**src/rtl/seq_mul_sched_pkg.sv**
```systemverilog
// Shared definitions for the shared shift-add multiplier scheduler:
// FSM state encoding, default operand width and a counter-width helper.
package seq_mul_sched_pkg;

  localparam int W_DEF = 4;

  typedef enum logic [1:0] {
    ST_IDLE = 2'd0,
    ST_RUN  = 2'd1,
    ST_DONE = 2'd2
  } state_t;

  // Step counter width; a 1-bit counter is kept for the degenerate W=1 case.
  function automatic int cnt_width(input int w);
    return (w > 1) ? $clog2(w) : 1;
  endfunction

endpackage

```
**src/rtl/seq_mul_sched_if.sv**
```systemverilog
// Client-side bundle for the shared multiplier: two request/operand/ack
// channels plus the common result bus and busy flag.
interface seq_mul_sched_if
  import seq_mul_sched_pkg::*;
#(
  parameter int W = W_DEF
);

  logic           req0;
  logic [W-1:0]   a0;
  logic [W-1:0]   b0;
  logic           ack0;
  logic           req1;
  logic [W-1:0]   a1;
  logic [W-1:0]   b1;
  logic           ack1;
  logic [2*W-1:0] res;
  logic           res_vld;
  logic           res_id;
  logic           busy;

  // Client side drives requests and operands.
  modport master (
    output req0, a0, b0, req1, a1, b1,
    input  ack0, ack1, res, res_vld, res_id, busy
  );

  // Scheduler side answers with acks and results.
  modport slave (
    input  req0, a0, b0, req1, a1, b1,
    output ack0, ack1, res, res_vld, res_id, busy
  );

endinterface

```
**src/rtl/seq_mul_sched_mul_dp.sv**
```systemverilog
// Shift-add multiplier datapath: multiplicand register A and the combined
// partial-product/multiplier register P. One add/shift per step. Assumes W >= 2.
module seq_mul_sched_mul_dp
  import seq_mul_sched_pkg::*;
#(
  parameter int W = W_DEF
) (
  input  logic           clk,
  input  logic           rst_n,
  input  logic           load_i,
  input  logic           step_i,
  input  logic [W-1:0]   a_i,
  input  logic [W-1:0]   b_i,
  output logic [2*W-1:0] prod_nxt_o
);

  logic [W-1:0] a_q;
  logic [2*W:0] p_q;
  logic [2*W:0] p_d;
  logic [2*W:0] p_step;
  logic [W:0]   sum;

  // One add/shift step and the load/step/hold selection for P.
  // p_q[2W] is always zero, so including it in the add does not change the sum.
  always_comb begin
    sum    = p_q[2*W:W] + {1'b0, (p_q[0] ? a_q : {W{1'b0}})};
    p_step = {1'b0, sum, p_q[W-1:1]};
    p_d    = p_q;
    if (load_i) begin
      p_d = {{(W+1){1'b0}}, b_i};
    end else if (step_i) begin
      p_d = p_step;
    end
  end

  // The product after the step in progress; on the last step this is final.
  assign prod_nxt_o = p_step[2*W-1:0];

  // Operand and partial-product registers.
  always_ff @(posedge clk or negedge rst_n) begin
    if (!rst_n) begin
      a_q <= '0;
      p_q <= '0;
    end else begin
      if (load_i) a_q <= a_i;
      p_q <= p_d;
    end
  end

endmodule

```
**src/rtl/seq_mul_sched.sv**
```systemverilog
// Two-requester front end for one sequential multiplier: round-robin
// arbiter, sequencing FSM, step down-counter and ack/result registers.
//
//  state   | meaning
//  --------+-----------------------------------------------------------
//  ST_IDLE | waiting; on any request grant, load operands, pulse ack
//  ST_RUN  | one add/shift per cycle; counter hits 0 on the last step
//  ST_DONE | res/res_id updated, res_vld high for this one cycle
module seq_mul_sched
  import seq_mul_sched_pkg::*;
#(
  parameter int W = W_DEF
) (
  input  logic            clk,
  input  logic            rst_n,
  seq_mul_sched_if.slave  bus
);

  localparam int            CW       = cnt_width(W);
  localparam logic [CW-1:0] CNT_INIT = CW'(W - 1);

  state_t           state_q, state_d;
  logic [CW-1:0]    cnt_q, cnt_d;
  logic             owner_q, owner_d;
  logic             last_q, last_d;
  logic             ack0_q, ack0_d;
  logic             ack1_q, ack1_d;
  logic [2*W-1:0]   res_q, res_d;
  logic             res_id_q, res_id_d;
  logic             res_vld_q, res_vld_d;

  logic             any_req;
  logic             gnt_id;
  logic             load;
  logic             step;
  logic [W-1:0]     a_sel;
  logic [W-1:0]     b_sel;
  logic [2*W-1:0]   prod_nxt;

  // Round-robin pick: a lone request wins; on a tie the one not served last wins.
  always_comb begin
    any_req = bus.req0 | bus.req1;
    gnt_id  = bus.req1 & (~bus.req0 | ~last_q);
    a_sel   = gnt_id ? bus.a1 : bus.a0;
    b_sel   = gnt_id ? bus.b1 : bus.b0;
  end

  seq_mul_sched_mul_dp #(.W(W)) mul_dp (
    .clk        (clk),
    .rst_n      (rst_n),
    .load_i     (load),
    .step_i     (step),
    .a_i        (a_sel),
    .b_i        (b_sel),
    .prod_nxt_o (prod_nxt)
  );

  // Next-state, datapath control and output-register next values.
  always_comb begin
    state_d   = state_q;
    cnt_d     = cnt_q;
    owner_d   = owner_q;
    last_d    = last_q;
    ack0_d    = 1'b0;
    ack1_d    = 1'b0;
    res_d     = res_q;
    res_id_d  = res_id_q;
    res_vld_d = 1'b0;
    load      = 1'b0;
    step      = 1'b0;
    case (state_q)
      ST_IDLE: begin
        if (any_req) begin
          load    = 1'b1;
          cnt_d   = CNT_INIT;
          owner_d = gnt_id;
          last_d  = gnt_id;
          ack0_d  = ~gnt_id;
          ack1_d  = gnt_id;
          state_d = ST_RUN;
        end
      end
      ST_RUN: begin
        step = 1'b1;
        if (cnt_q == '0) begin
          res_d     = prod_nxt;
          res_id_d  = owner_q;
          res_vld_d = 1'b1;
          state_d   = ST_DONE;
        end else begin
          cnt_d = cnt_q - 1'b1;
        end
      end
      ST_DONE: begin
        state_d = ST_IDLE;
      end
      default: begin
        state_d = ST_IDLE;
      end
    endcase
  end

  // State and control registers; last grant resets to 1 so requester 0 wins the first tie.
  always_ff @(posedge clk or negedge rst_n) begin
    if (!rst_n) begin
      state_q   <= ST_IDLE;
      cnt_q     <= '0;
      owner_q   <= 1'b0;
      last_q    <= 1'b1;
      ack0_q    <= 1'b0;
      ack1_q    <= 1'b0;
      res_q     <= '0;
      res_id_q  <= 1'b0;
      res_vld_q <= 1'b0;
    end else begin
      state_q   <= state_d;
      cnt_q     <= cnt_d;
      owner_q   <= owner_d;
      last_q    <= last_d;
      ack0_q    <= ack0_d;
      ack1_q    <= ack1_d;
      res_q     <= res_d;
      res_id_q  <= res_id_d;
      res_vld_q <= res_vld_d;
    end
  end

  assign bus.ack0    = ack0_q;
  assign bus.ack1    = ack1_q;
  assign bus.res     = res_q;
  assign bus.res_vld = res_vld_q;
  assign bus.res_id  = res_id_q;
  assign bus.busy    = (state_q != ST_IDLE);

endmodule
```
**src/flat_wrapper.sv**
```systemverilog
// flat-port wrapper written by rule: the top's interface ports become plain ports
module seq_mul_sched_flat import seq_mul_sched_pkg::*;
#(
  parameter int W = W_DEF
)
  (clk, rst_n, bus_req0, bus_a0, bus_b0, bus_req1, bus_a1, bus_b1, bus_ack0, bus_ack1, bus_res, bus_res_vld, bus_res_id, bus_busy);
  seq_mul_sched_if #(.W(W)) bus_i ();
  input  logic clk;
  input  logic rst_n;
  input wire logic [$bits(bus_i.req0)-1:0] bus_req0;
  input wire logic [$bits(bus_i.a0)-1:0] bus_a0;
  input wire logic [$bits(bus_i.b0)-1:0] bus_b0;
  input wire logic [$bits(bus_i.req1)-1:0] bus_req1;
  input wire logic [$bits(bus_i.a1)-1:0] bus_a1;
  input wire logic [$bits(bus_i.b1)-1:0] bus_b1;
  output wire logic [$bits(bus_i.ack0)-1:0] bus_ack0;
  output wire logic [$bits(bus_i.ack1)-1:0] bus_ack1;
  output wire logic [$bits(bus_i.res)-1:0] bus_res;
  output wire logic [$bits(bus_i.res_vld)-1:0] bus_res_vld;
  output wire logic [$bits(bus_i.res_id)-1:0] bus_res_id;
  output wire logic [$bits(bus_i.busy)-1:0] bus_busy;
  assign bus_i.req0 = bus_req0;
  assign bus_i.a0 = bus_a0;
  assign bus_i.b0 = bus_b0;
  assign bus_i.req1 = bus_req1;
  assign bus_i.a1 = bus_a1;
  assign bus_i.b1 = bus_b1;
  assign bus_ack0 = bus_i.ack0;
  assign bus_ack1 = bus_i.ack1;
  assign bus_res = bus_i.res;
  assign bus_res_vld = bus_i.res_vld;
  assign bus_res_id = bus_i.res_id;
  assign bus_busy = bus_i.busy;
  seq_mul_sched #(.W(W)) u_core (.clk(clk), .rst_n(rst_n), .bus(bus_i));
endmodule
```
**config.mk**
```make
export PLATFORM = sky130hd
export DESIGN_NAME = seq_mul_sched_flat
export DESIGN_NICKNAME = d
export VERILOG_FILES = /design/src/rtl/seq_mul_sched_pkg.sv /design/src/rtl/seq_mul_sched_if.sv /design/src/rtl/seq_mul_sched_mul_dp.sv /design/src/rtl/seq_mul_sched.sv /design/src/flat_wrapper.sv
export SDC_FILE = /design/constraint.sdc
export NUM_CORES = 1
export LEC_CHECK = 0
export BUFFER_PORTS_ARGS = -buffer_cell sky130_fd_sc_hd__buf_2
export CAP_MARGIN = 20
export CORE_ASPECT_RATIO = 1.4
export CORE_MARGIN = 4
export CORE_UTILIZATION = 35
export DETAILED_ROUTE_END_ITERATION = 7
export MAX_ROUTING_LAYER = met4
export PLACE_DENSITY = 0.55
export SLEW_MARGIN = 20
export SYNTH_ARGS = -nofsm -noshare
export SYNTH_HDL_FRONTEND = slang
export SYNTH_SLANG_ARGS = --single-unit
```
**constraint.sdc**
```tcl
create_clock -name clk -period 2.3 [get_ports clk]
set_input_delay 0.115 -clock clk [delete_from_list [all_inputs] [get_ports clk]]
set_output_delay 0.115 -clock clk [all_outputs]
set_load 0.01 [all_outputs]
```
Word-level counts from Yosys, hierarchy flattened
Index checks and enable logic that the tools add are counted.

Register bits after elaboration: 31. Latch bits: 0. Bits in writable memories: 0. Memory bits (read-only): 0. Input bits: 20. Output and inout port bits: 13. Memories kept: 0.

Add/sub/neg operators: 2. $mul: 0. Divide/modulo/power cells: 0. Order comparisons: 0. Eq/ne operators: 4. Shifts and indexed selects: 0. Muxes and demuxes: 20. Bitwise logic cells: 6. Reductions and logical operators: 9.

Operators with widths (count): $mux W9 (2); $mux W4 (3); $mux W1 (9); $mux W2 (4); $pmux W2 S2 (2); $reduce_and A2 Y1 (3); $reduce_bool A2 Y1 (3); $add A5 B4 Y5 (1); $logic_not A2 Y1 (2); $ne A2 B1 Y1 const B (2); $not A1 Y1 (3); $reduce_and A3 Y1 (1); $eq A2 B1 Y1 const B (1); $ne A2 B2 Y1 const B (1); $or A1 B1 Y1 (2); $sub A2 B1 Y2 const B (1); $and A1 B1 Y1 (1).

Depth between registers and ports, before layout
Gate-level depths: netlist of the first run.

Word-level depth: 6. Gate-level depth with buffers: 8. Gate-level depth less buffers: 8.

By module
From an unflattened synthesis of the first run, not the netlist that was laid out.

Cells, all modules: 129. Area total of the unflattened synthesis: 1529.0 um^2.

Modules (own cells, without submodules): seq_mul_sched (times used 1, cells each 61, area an instance 824.5 um^2, sequential area each 451.7 um^2); seq_mul_sched_mul_dp (times used 1, cells each 68, area an instance 704.4 um^2, sequential area each 300.3 um^2).

Worst setup path after synthesis of the first run
OpenSTA, ideal clock, no wires.

Kind: register to register. From: register u_core.mul_dp.p_q[0]. To: register u_core.res_q[7], in the netlist u_core.bus.res[7]. Arrival: 1.358 ns. Data required time: 2.171 ns. Path slack: 0.812 ns. Cell stages (with the launch flop): 9. Buffers on the path: 0. Path through: dfrtp_1 > and2_1 > ha_1 > inv_1 > fa_1 > inv_1 > a21o_1 > a21oi_1 > o21ai_0.

Word-level cells in the longest chain between the ends: 2.

Ends and longest elaborated chain: start: declaration (line seq_mul_sched_mul_dp.sv:18) `logic [2*W:0] p_q;`; start signal: assignment (line seq_mul_sched_mul_dp.sv:46) `p_q <= p_d;`; $mux W4 (line seq_mul_sched_mul_dp.sv:26) `sum = p_q[2*W:W] + {1'b0, (p_q[0] ? a_q : {W{1'b0}})};`; $add A5 B4 Y5 (line seq_mul_sched_mul_dp.sv:26); end signal: assignment (line seq_mul_sched.sv:122) `res_q <= res_d;`; end: declaration (line seq_mul_sched.sv:28) `logic [2*W-1:0] res_q, res_d;`.

No other way between the ends. A chain may end at the register's enable or synchronous reset.

Worst setup path in the final report of the first run
From: register u_core.state_q[0]. To: register u_core.res_q[1], in the netlist u_core.bus.res[1].

Word-level cells in the longest chain between the ends: 2.

Ends and longest elaborated chain: start: declaration (line seq_mul_sched.sv:22) `state_t state_q, state_d;`; start signal: assignment (line seq_mul_sched.sv:116) `state_q <= state_d;`; $eq A2 B1 Y1 (line seq_mul_sched.sv:71) `case (state_q)`; $reduce_and A2 Y1 (no source line).

No other way between the ends.

==> flow_metrics.tcl, run 1 <==
set metrics [dict create \
    ys_types 33 \
    grt.total_usage 0.124 \
    arrival_ns 2.07 \
    rsz0062_at_grt "no" \
    cts_root_buf "clkbuf_8" \
    ant_nets 0 \
    skew_ns 0.00738 \
    drt_iter0_markers 32 \
    yosys_warnings 0 \
    finalHoldViolations 0 \
    cts_tree "yes" \
    clk_latency_ns 0.28 \
    status "finished clean" \
    floorplan.initialDensity 0.363 \
    synth_ff_type "dfrtp_1" \
    critPathKind "flop to flop" \
    cp_max_fo 15 \
    fin_crit_sh 0.828 \
    hold_buffers 1 \
    drtPass1Iterations 4 \
    post_cts_buffers 0 \
    ctsResizeCount 0 \
    vias 1048 \
    synthCells 139 \
    clock-sinks 30 \
    ir_worst_vdd_v 0.000878 \
    pre_cts_slack_ns 0.390 \
    synth-edff-count 0 \
    drive_gt1_frac 0.312 \
    cpPeakStageDelay_ns 0.59 \
    num_rows 27 \
    grt_overflow 0 \
    layout.nets 198 \
    die_w_um 62.1 \
    die_h_um 83.8 \
    clockBufferDepth 2 \
    worstMarginPinSlew_ns 0.674 \
    path_cells "nand2b_1 -> or2_0 -> inv_1 -> nand2_1 -> nand2_1" \
    io_buffers 32 \
    routabilityCongestion 0.824 \
    p_leak_nw 0.920 \
    finalSetupViolations 0 \
    finalSetupTns_ns 0 \
    grt_pass1_wl_mm 5.02 \
    fin_area_um2 1740 \
    avgSynthCellArea_um2 10.3 \
    clk_pin_slew_ns 0.07 \
    drv_slew 0 \
    whs_ns 0.0938 \
    drc 0 \
    worst_slack_ns 0.395 \
    route.detailed.wl_per_inst_um 13.0 \
    placed_area_um2 1590 \
    synth_area_um2 1440 \
    async_reset_ff_frac 1.00 \
    wirelength_mm 2.82 \
    fmax_mhz 525 \
    first_global_vias 1098 \
    ys_seq_elements 30 \
    synth_fp_nets 165 \
    n_antenna_cell 0 \
    core_um2 3950 \
    maxSlewHeadroom 0.550 \
    crit_slowest_cell "or2_0" \
    area_growth_syn_to_layout_pct 21.4 \
    final.min_clock_period_ns 1.91 \
    via_per_inst 4.85 \
    power_density_nw_per_um2 1390 \
    grt_max_degree 31 \
    endpoint_kind "flop" \
    cap_violations 0 \
    hold_path.class "input port to flop" \
    dieArea_um2 5200 \
    cp-start-kind "flop" \
    ys_seq_area_frac 0.524 \
    required_ns 2.47 \
    crit_top_cell "nand2_1" \
    htree_num_levels 2 \
    antenna_found_initial 0 \
    hpwl_mm 2.20 \
    io_pins 33 \
    cts_made_buffers 5 \
]
cell usage in the layout, fill, tap and decap left out, types with 4 or more instances in the layout:
master    Yosys  layout
buf_2         2      32
dfrtp_1      29      29
nand2_1      28      28
inv_1         9       9
nor2_1        8       8
o21ai_0       6       6
clkbuf_8      0       6
o21ai_2       5       5
ha_1          5       5
a22oi_1       4       4
a31oi_1       4       4
mux2i_1       4       4
where the power goes:
group	total, mW	leakage [nW]	switching [mW]	internal (mW)
Combinational	0.864	0.471	0.494	0.370
Sequential	0.900	0.378	0.144	0.756
Clock	0.656	0.0714	0.194	0.462
path summary, 6_finish.rpt:
kind                                                        from                               end  slack [ns]  cells after the start
worst min-delay path                                   bus_b0[1]  u_core.mul_dp.p_q[1]$_DFFE_PN0P_        0.09                      3
worst max register to register     u_core.state_q[0]$_DFFE_PN0P_     u_core.bus.res[1]$_DFFE_PN0P_        0.39                      5
min in group asynchronous                                  rst_n         u_core.bus.ack0$_DFF_PN0_        0.40                      2
max in group asynchronous                                  rst_n  u_core.mul_dp.a_q[2]$_DFFE_PN0P_        1.45                      2
worst max-delay path               u_core.state_q[0]$_DFFE_PN0P_     u_core.bus.res[1]$_DFFE_PN0P_        0.39                      5
worst min register to register  u_core.mul_dp.a_q[3]$_DFFE_PN0P_  u_core.mul_dp.a_q[3]$_DFFE_PN0P_        0.47                      2
layout make-up:
cell class,count,area (um^2)
fillers,365,2210
flip-flops and latches,30,752
multi-input cells,93,591
repair buffers,33,170
clock buffers,6,82.6
clock inverters,2,60.1
well taps,43,53.8
inverters,9,33.8
cells in the mapped netlist (2+ instances only):
library cell | count | area (um^2)
dfrtp_1 | 29 | 726
nand2_1 | 28 | 105
inv_1 | 9 | 33.8
nor2_1 | 8 | 30.0
o21ai_0 | 6 | 30.0
ha_1 | 5 | 62.6
o21ai_2 | 5 | 43.8
a22oi_1 | 4 | 30.0
a31oi_1 | 4 | 25.0
mux2i_1 | 4 | 40.0
a21oi_1 | 3 | 15.0
and2_1 | 3 | 18.8
o21ai_1 | 3 | 15.0
a21o_1 | 2 | 15.0
a21o_2 | 2 | 17.5
buf_2 | 2 | 10.0
buf_6 | 2 | 22.5
nand3_2 | 2 | 20.0
nor3_1 | 2 | 10.0
or2_1 | 2 | 12.5
xor2_1 | 2 | 17.5
cells by family (layout without fill, tap and decap cells):
| family | count (synthesis) | in the layout | synth area share |
|---|---|---|---|
| AOI/OAI and AO/OA | 31 | 31 | 0.152 |
| adders and majority gates | 6 | 6 | 0.0575 |
| DFF | 30 | 30 | 0.524 |
| muxes | 4 | 4 | 0.0279 |
| buffers and inverters | 16 | 50 | 0.0645 |
| and+or+nand+nor | 50 | 50 | 0.162 |
| xor gates and xnor gates | 2 | 2 | 0.0122 |
state kept, by name (all words and copies together), names as in the netlist:
name and flops:
u_core.bus.res_id 1, u_core.cnt_q 2, u_core.last_q 1, u_core.mul_dp.p_q 8, u_core.owner_q 1, u_core.bus.res 8, u_core.bus.res_vld 1, u_core.bus.ack0 1
u_core.state_q 2, u_core.bus.ack1 1, u_core.mul_dp.a_q 4
critical path, delay by kind of cell, from the launching register on:
family	cells	cell delay (ns)
simple gates	4	1.10
flops	1	0.45
buf+inv	1	0.23
metal layers:
layer / vias to the layer above / GRT usage / wire length, um
li1: 534 / - / -
met5: - / - / 0
met1: 477 / 0.134 / 1130
met2: 31 / 0.201 / 1480
met3: 6 / 0.0431 / 152
met4: 0 / 0.0552 / 54
stage by stage:
step	util	instances	total power, mW
6_report	0.441	216	2.42
3_3_place_gp	0.402	207	1.76
3_5_place_dp	0.402	207	1.80
4_1_cts	0.441	216	2.46
5_1_grt	0.441	216	2.62
2_1_floorplan	-	139	1.59
Note: power is estimated with default switching activity, not from simulation.
==> run 2, diff against run 1 <==
==> constraint.sdc (replaced) <==
create_clock -name clk -period 1.8 [get_ports clk]
set_input_delay 0.09 -clock clk [delete_from_list [all_inputs] [get_ports clk]]
set_output_delay 0.09 -clock clk [all_outputs]
set_load 0.01 [all_outputs]
==> flow_metrics.tcl, run 2 (synthesis results as in run 1) <==
set metrics [dict create \
    status "finished clean" \
    arrival_ns 1.82 \
    clock-sinks 30 \
    final_common_cell "buf_2" \
    n_fill_cell 396 \
    first_global_vias 1132 \
    die_w_um 62.1 \
    cap_violations 0 \
    r2r_setup_slack_ns 0.14 \
    via_per_inst 4.85 \
    clockBufferDepth 2 \
    crit_top_cell "inv_1" \
    placed_cells 209 \
    whs_ns 0.0584 \
    worstHoldPathCells 3 \
    hpwl_mm 2.23 \
    route.detailed.wl_per_inst_um 13.3 \
    finalHoldViolations 0 \
    r2r_end "u_core.bus.res[7]$_DFFE_PN0P_" \
    required_ns 1.96 \
    drc 0 \
    ff2ff_path_depth 8 \
    floorplan.initialDensity 0.363 \
    die_h_um 83.8 \
    htree_num_levels 2 \
    hold_path.class "input port to flop" \
    cp_top_family "compound AO/OA/AOI/OAI gates" \
    grt_max_degree 31 \
    power_density_nw_per_um2 1690 \
    num_rows 27 \
    drv_slew 0 \
    fmax_mhz 603 \
    ctsResizeCount 0 \
    final.min_clock_period_ns 1.66 \
    final_cell_mix "buf_2, dfrtp_1, nand2_1" \
    clk_pin_slew_ns 0.06 \
    drtPass1Iterations 5 \
    finalSetupTns_ns 0 \
    fin_crit_sh 0.922 \
    whs_endpoint "u_core.mul_dp.p_q[2]$_DFFE_PN0P_" \
    ir_worst_vdd_v 0.000956 \
    maxSlewHeadroom 0.543 \
    io_buffers 32 \
    area_growth_syn_to_layout_pct 20.2 \
    drt_iter0_markers 18 \
    skew_ns 0.00431 \
    layout.cells.non_filler 218 \
    critPathKind "flop to flop" \
    n_antenna_cell 0 \
    cp_max_fo 5 \
    clk_latency_ns 0.28 \
    rsz0062_at_grt "no" \
    cts_tree "yes" \
    antenna_found_initial 0 \
    p_leak_nw 0.916 \
    drive_gt1_frac 0.320 \
    grt_overflow 0 \
    crit_slowest_cell "dfrtp_1" \
    worstMarginPinSlew_ns 0.685 \
    dieArea_um2 5200 \
    cts_root_buf "clkbuf_8" \
    grt_pass1_wl_mm 5.21 \
    cpPeakStageDelay_ns 0.41 \
    reg2reg_from "u_core.mul_dp.p_q[0]$_DFFE_PN0P_" \
    path_cells "and2_1 -> ha_1 -> inv_1 -> fa_1 -> inv_1 -> a21o_1 -> a21oi_1 -> o21ai_0" \
    ant_nets 0 \
    core_um2 3950 \
    wirelength_mm 2.90 \
    layout.nets 200 \
    grt.total_usage 0.128 \
    routabilityCongestion 0.817 \
    io_pins 33 \
    endpoint_kind "flop" \
    cts_made_buffers 5 \
    cp-start-kind "flop" \
    path_buf_inv 2 \
    finalSetupViolations 0 \
    vias 1058 \
    worstHoldStart "bus_b0[2]" \
]
-- run 2: changes by cell type in the layout (fill, tap and decap cells not counted) --
cell       delta
clkbuf_8      +2
bufinv_16     -2
buf_4         +2
-- run 2: area by class of cell --
| type | instances | area (um^2) | area share |
|---|---|---|---|
| clock buffers | 8 | 110 | 0.0638 |
| inverters | 9 | 33.8 | 0.0196 |
| multi-input cells | 93 | 591 | 0.342 |
| flip-flops and latches | 30 | 752 | 0.436 |
| well taps | 43 | 53.8 | 0.0312 |
| repair buffers | 35 | 185 | 0.107 |
-- run 2: metal layers --
layer,routed length [um],up-vias,global-route usage
li1,-,532,-
met1,1170,492,0.142
met2,1470,23,0.198
met3,165,11,0.0404
met4,87,0,0.0750
met5,0,-,-
-- run 2: power breakdown --
group	internal, mW	total (mW)	switching, mW	leakage [nW]
Clock	0.386	0.635	0.250	0.0575
Combinational	0.496	1.14	0.647	0.480
Sequential	0.966	1.14	0.175	0.378
Total	1.85	2.92	1.07	0.916
-- run 2: worst max path at each step --
stage          slack (ns)                                to                              from  cells after the start
5_1_grt              0.03     u_core.bus.res[7]$_DFFE_PN0P_  u_core.mul_dp.p_q[0]$_DFFE_PN0P_                      8
4_1_cts               0.1     u_core.bus.res[7]$_DFFE_PN0P_  u_core.mul_dp.p_q[0]$_DFFE_PN0P_                      8
3_5_place_dp         0.11     u_core.bus.res[7]$_DFFE_PN0P_  u_core.mul_dp.p_q[0]$_DFFE_PN0P_                      8
3_3_place_gp         0.15  u_core.mul_dp.p_q[7]$_DFFE_PN0P_  u_core.mul_dp.p_q[0]$_DFFE_PN0P_                      8
2_1_floorplan        0.31     u_core.bus.res[7]$_DFFE_PN0P_  u_core.mul_dp.p_q[0]$_DFFE_PN0P_                      8
6_report             0.14     u_core.bus.res[7]$_DFFE_PN0P_  u_core.mul_dp.p_q[0]$_DFFE_PN0P_                      8
-- run 2: worst min-delay path: stages --
cell	delay (ns)
buf_2	0.10
nand2_1	0.04
a31oi_1	0.07
-- run 2: repair_timing --
| item | CTS | global route |
|---|---|---|
| setup endpoints to repair | 0 | 0 |
| hold buffers | 1 | 0 |
| setup buffers | 0 | 0 |
| endpoints found under the hold margin | 29 | 0 |
-- run 2: through the flow --
step | area [um^2] | util | worst slack [ns] | power, mW
after CTS | 1730 | 0.437 | 0.0994 | 2.96
after detailed placement | 1610 | 0.406 | 0.112 | 2.31
final | 1730 | 0.437 | 0.141 | 2.92
after global placement | 1610 | 0.406 | 0.154 | 2.27
after global routing | 1730 | 0.437 | 0.0293 | 3.17
after floorplan | 1440 | - | 0.312 | 2.03
==> run 3, diff against run 2 <==
--- a/config.mk
+++ b/config.mk
@@ -5,14 +5,14 @@
 export SDC_FILE = /design/constraint.sdc
 export NUM_CORES = 1
 export LEC_CHECK = 0
-export BUFFER_PORTS_ARGS = -buffer_cell sky130_fd_sc_hd__buf_2
 export CAP_MARGIN = 20
 export CORE_ASPECT_RATIO = 1.4
 export CORE_MARGIN = 4
 export CORE_UTILIZATION = 35
 export DETAILED_ROUTE_END_ITERATION = 7
+export DONT_BUFFER_PORTS = 1
 export MAX_ROUTING_LAYER = met4
-export PLACE_DENSITY = 0.55
+export PLACE_DENSITY = 0.48
 export SLEW_MARGIN = 20
 export SYNTH_ARGS = -nofsm -noshare
 export SYNTH_HDL_FRONTEND = slang
==> constraint.sdc (replaced) <==
create_clock -name clk -period 1.7 [get_ports clk]
set_input_delay 0.085 -clock clk [delete_from_list [all_inputs] [get_ports clk]]
set_output_delay 0.085 -clock clk [all_outputs]
set_load 0.01 [all_outputs]
==> flow_metrics.tcl, run 3 (synthesis results as in run 1) <==
set metrics [dict create \
    grt_overflow 0 \
    fmax_mhz 630 \
    clk_pin_slew_ns 0.07 \
    power_density_nw_per_um2 1870 \
    io_buffers 0 \
    route.detailed.wl_per_inst_um 14.7 \
    finalHoldViolations 0 \
    ff2ff_path_depth 8 \
    core_um2 3950 \
    maxSlewHeadroom 0.567 \
    grt_max_degree 31 \
    multi_input_area_um2 602 \
    drt_iter0_markers 39 \
    finalPower_mw 3.31 \
    drtPass1Iterations 4 \
    drive_gt1_frac 0.208 \
    clockBufferDepth 2 \
    hold_path.class "input port to flop" \
    finalSetupViolations 0 \
    vias 1028 \
    ir_worst_vdd_v 0.000895 \
    antenna_found_initial 0 \
    first_global_vias 1035 \
    grt_pass1_wl_mm 5.04 \
    final_common_cell "dfrtp_1" \
    status "finished clean" \
    ant_nets 0 \
    post_cts_buffers 0 \
    wirelength_mm 2.97 \
    final_cell_mix "dfrtp_1, nand2_1, dlygate4sd3_1" \
    num_rows 27 \
    drc 0 \
    layout.cells.non_filler 202 \
    layout.nets 184 \
    worstHoldPathCells 2 \
    n_antenna_cell 0 \
    cp_max_fo 5 \
    die_h_um 83.8 \
    rsz0062_at_grt "no" \
    startpoint "u_core.mul_dp.p_q[0]$_DFFE_PN0P_" \
    final.min_clock_period_ns 1.59 \
    drv_slew 0 \
    cts_made_buffers 5 \
    clock-sinks 30 \
    cts_tree "yes" \
    area_growth_syn_to_layout_pct 23.5 \
    worstMarginPinSlew_ns 0.650 \
    placed_cells 180 \
    cp-start-kind "flop" \
    clk_latency_ns 0.28 \
    routabilityCongestion 0.783 \
    dieArea_um2 5200 \
    regArea_um2 752 \
    arrival_ns 1.75 \
    fin_crit_sh 0.933 \
    required_ns 1.87 \
    p_leak_nw 0.865 \
    floorplan.initialDensity 0.363 \
    hpwl_mm 2.20 \
    worst_slack_ns 0.114 \
    final_core_util 0.448 \
    finalSetupTns_ns 0 \
    via_per_inst 5.09 \
    io_pins 33 \
    worstHoldStart "bus_b1[3]" \
    grt.total_usage 0.127 \
    htree_num_levels 2 \
    endpoint_kind "flop" \
    die_w_um 62.1 \
    pre_cts_slack_ns 0.0616 \
    skew_ns 0.00623 \
    cap_violations 0 \
    reg2reg_from "u_core.mul_dp.p_q[0]$_DFFE_PN0P_" \
    n_fill_cell 367 \
    critPathKind "flop to flop" \
    cts_root_buf "clkbuf_8" \
]
## run 3: cell count changes in the layout (fill, tap and decap cells not counted), moves of 2 or more
| cell | delta |
|---|---|
| buf_2 | -32 |
| dlygate4sd3_1 | +12 |
| clkbuf_8 | -2 |
| o21ai_1 | +2 |
| o21ai_0 | -2 |
| buf_4 | +3 |
| bufinv_16 | +2 |
## run 3: power breakdown
group / total (mW) / switching [mW] / internal [mW] / leakage (nW)
registers: 1.27 / 0.247 / 1.02 / 0.378
clock network: 0.904 / 0.279 / 0.625 / 0.0714
logic: 1.14 / 0.629 / 0.509 / 0.415
## run 3: final cells by class
class / count / area share
clock buffers: 6 / 0.0466
clock inverters: 2 / 0.0339
inverters: 9 / 0.0191
multi-input cells: 93 / 0.340
flip-flops and latches: 30 / 0.424
well taps: 43 / 0.0304
repair buffers: 19 / 0.106
## run 3: worst paths after layout
kind,endpoint,slack (ns)
max,u_core.mul_dp.p_q[7]$_DFFE_PN0P_,0.11
min,u_core.mul_dp.p_q[3]$_DFFE_PN0P_,0.03
max reg2reg,u_core.mul_dp.p_q[7]$_DFFE_PN0P_,0.11
min reg2reg,u_core.bus.res_id$_DFFE_PN0P_,0.47
max in group asynchronous,u_core.last_q$_DFFE_PN1P_,1.23
min in group asynchronous,u_core.bus.res_vld$_DFF_PN0_,0.24
## run 3: layer usage
metal	part of all wire	routed length (um)	up-vias	global-route usage
li1	-	-	505	-
met1	0.40	1190	484	0.141
met2	0.52	1540	30	0.197
met3	0.048	142	9	0.0458
met4	0.029	87	0	0.0631
met5	0	0	-	-
## run 3: stage by stage
| stage | hold WS [ns] | instance area [um^2] |
|---|---|---|
| 2_1_floorplan | -0.211 | 1440 |
| 3_3_place_gp | -0.210 | 1470 |
| 3_5_place_dp | -0.210 | 1470 |
| 4_1_cts | 0.0287 | 1760 |
| 5_1_grt | 0.0282 | 1770 |
| 6_report | 0.0349 | 1770 |
## run 3: worst max-delay path, stage by stage, from the launching register on
cell     delay [ns]
dfrtp_1        0.41
and2_1         0.16
ha_2           0.18
inv_2          0.06
fa_2           0.20
inv_1          0.04
a21o_1         0.18
a21oi_2        0.16
o21ai_1        0.07
## run 3: timing repair
| item | in CTS | in global routing |
|---|---|---|
| hold buffers | 14 | 0 |
| setup endpoints to repair | 0 | 4 |
| gates resized for setup | 0 | 7 |
| endpoints found under the hold margin | 38 | 0 |
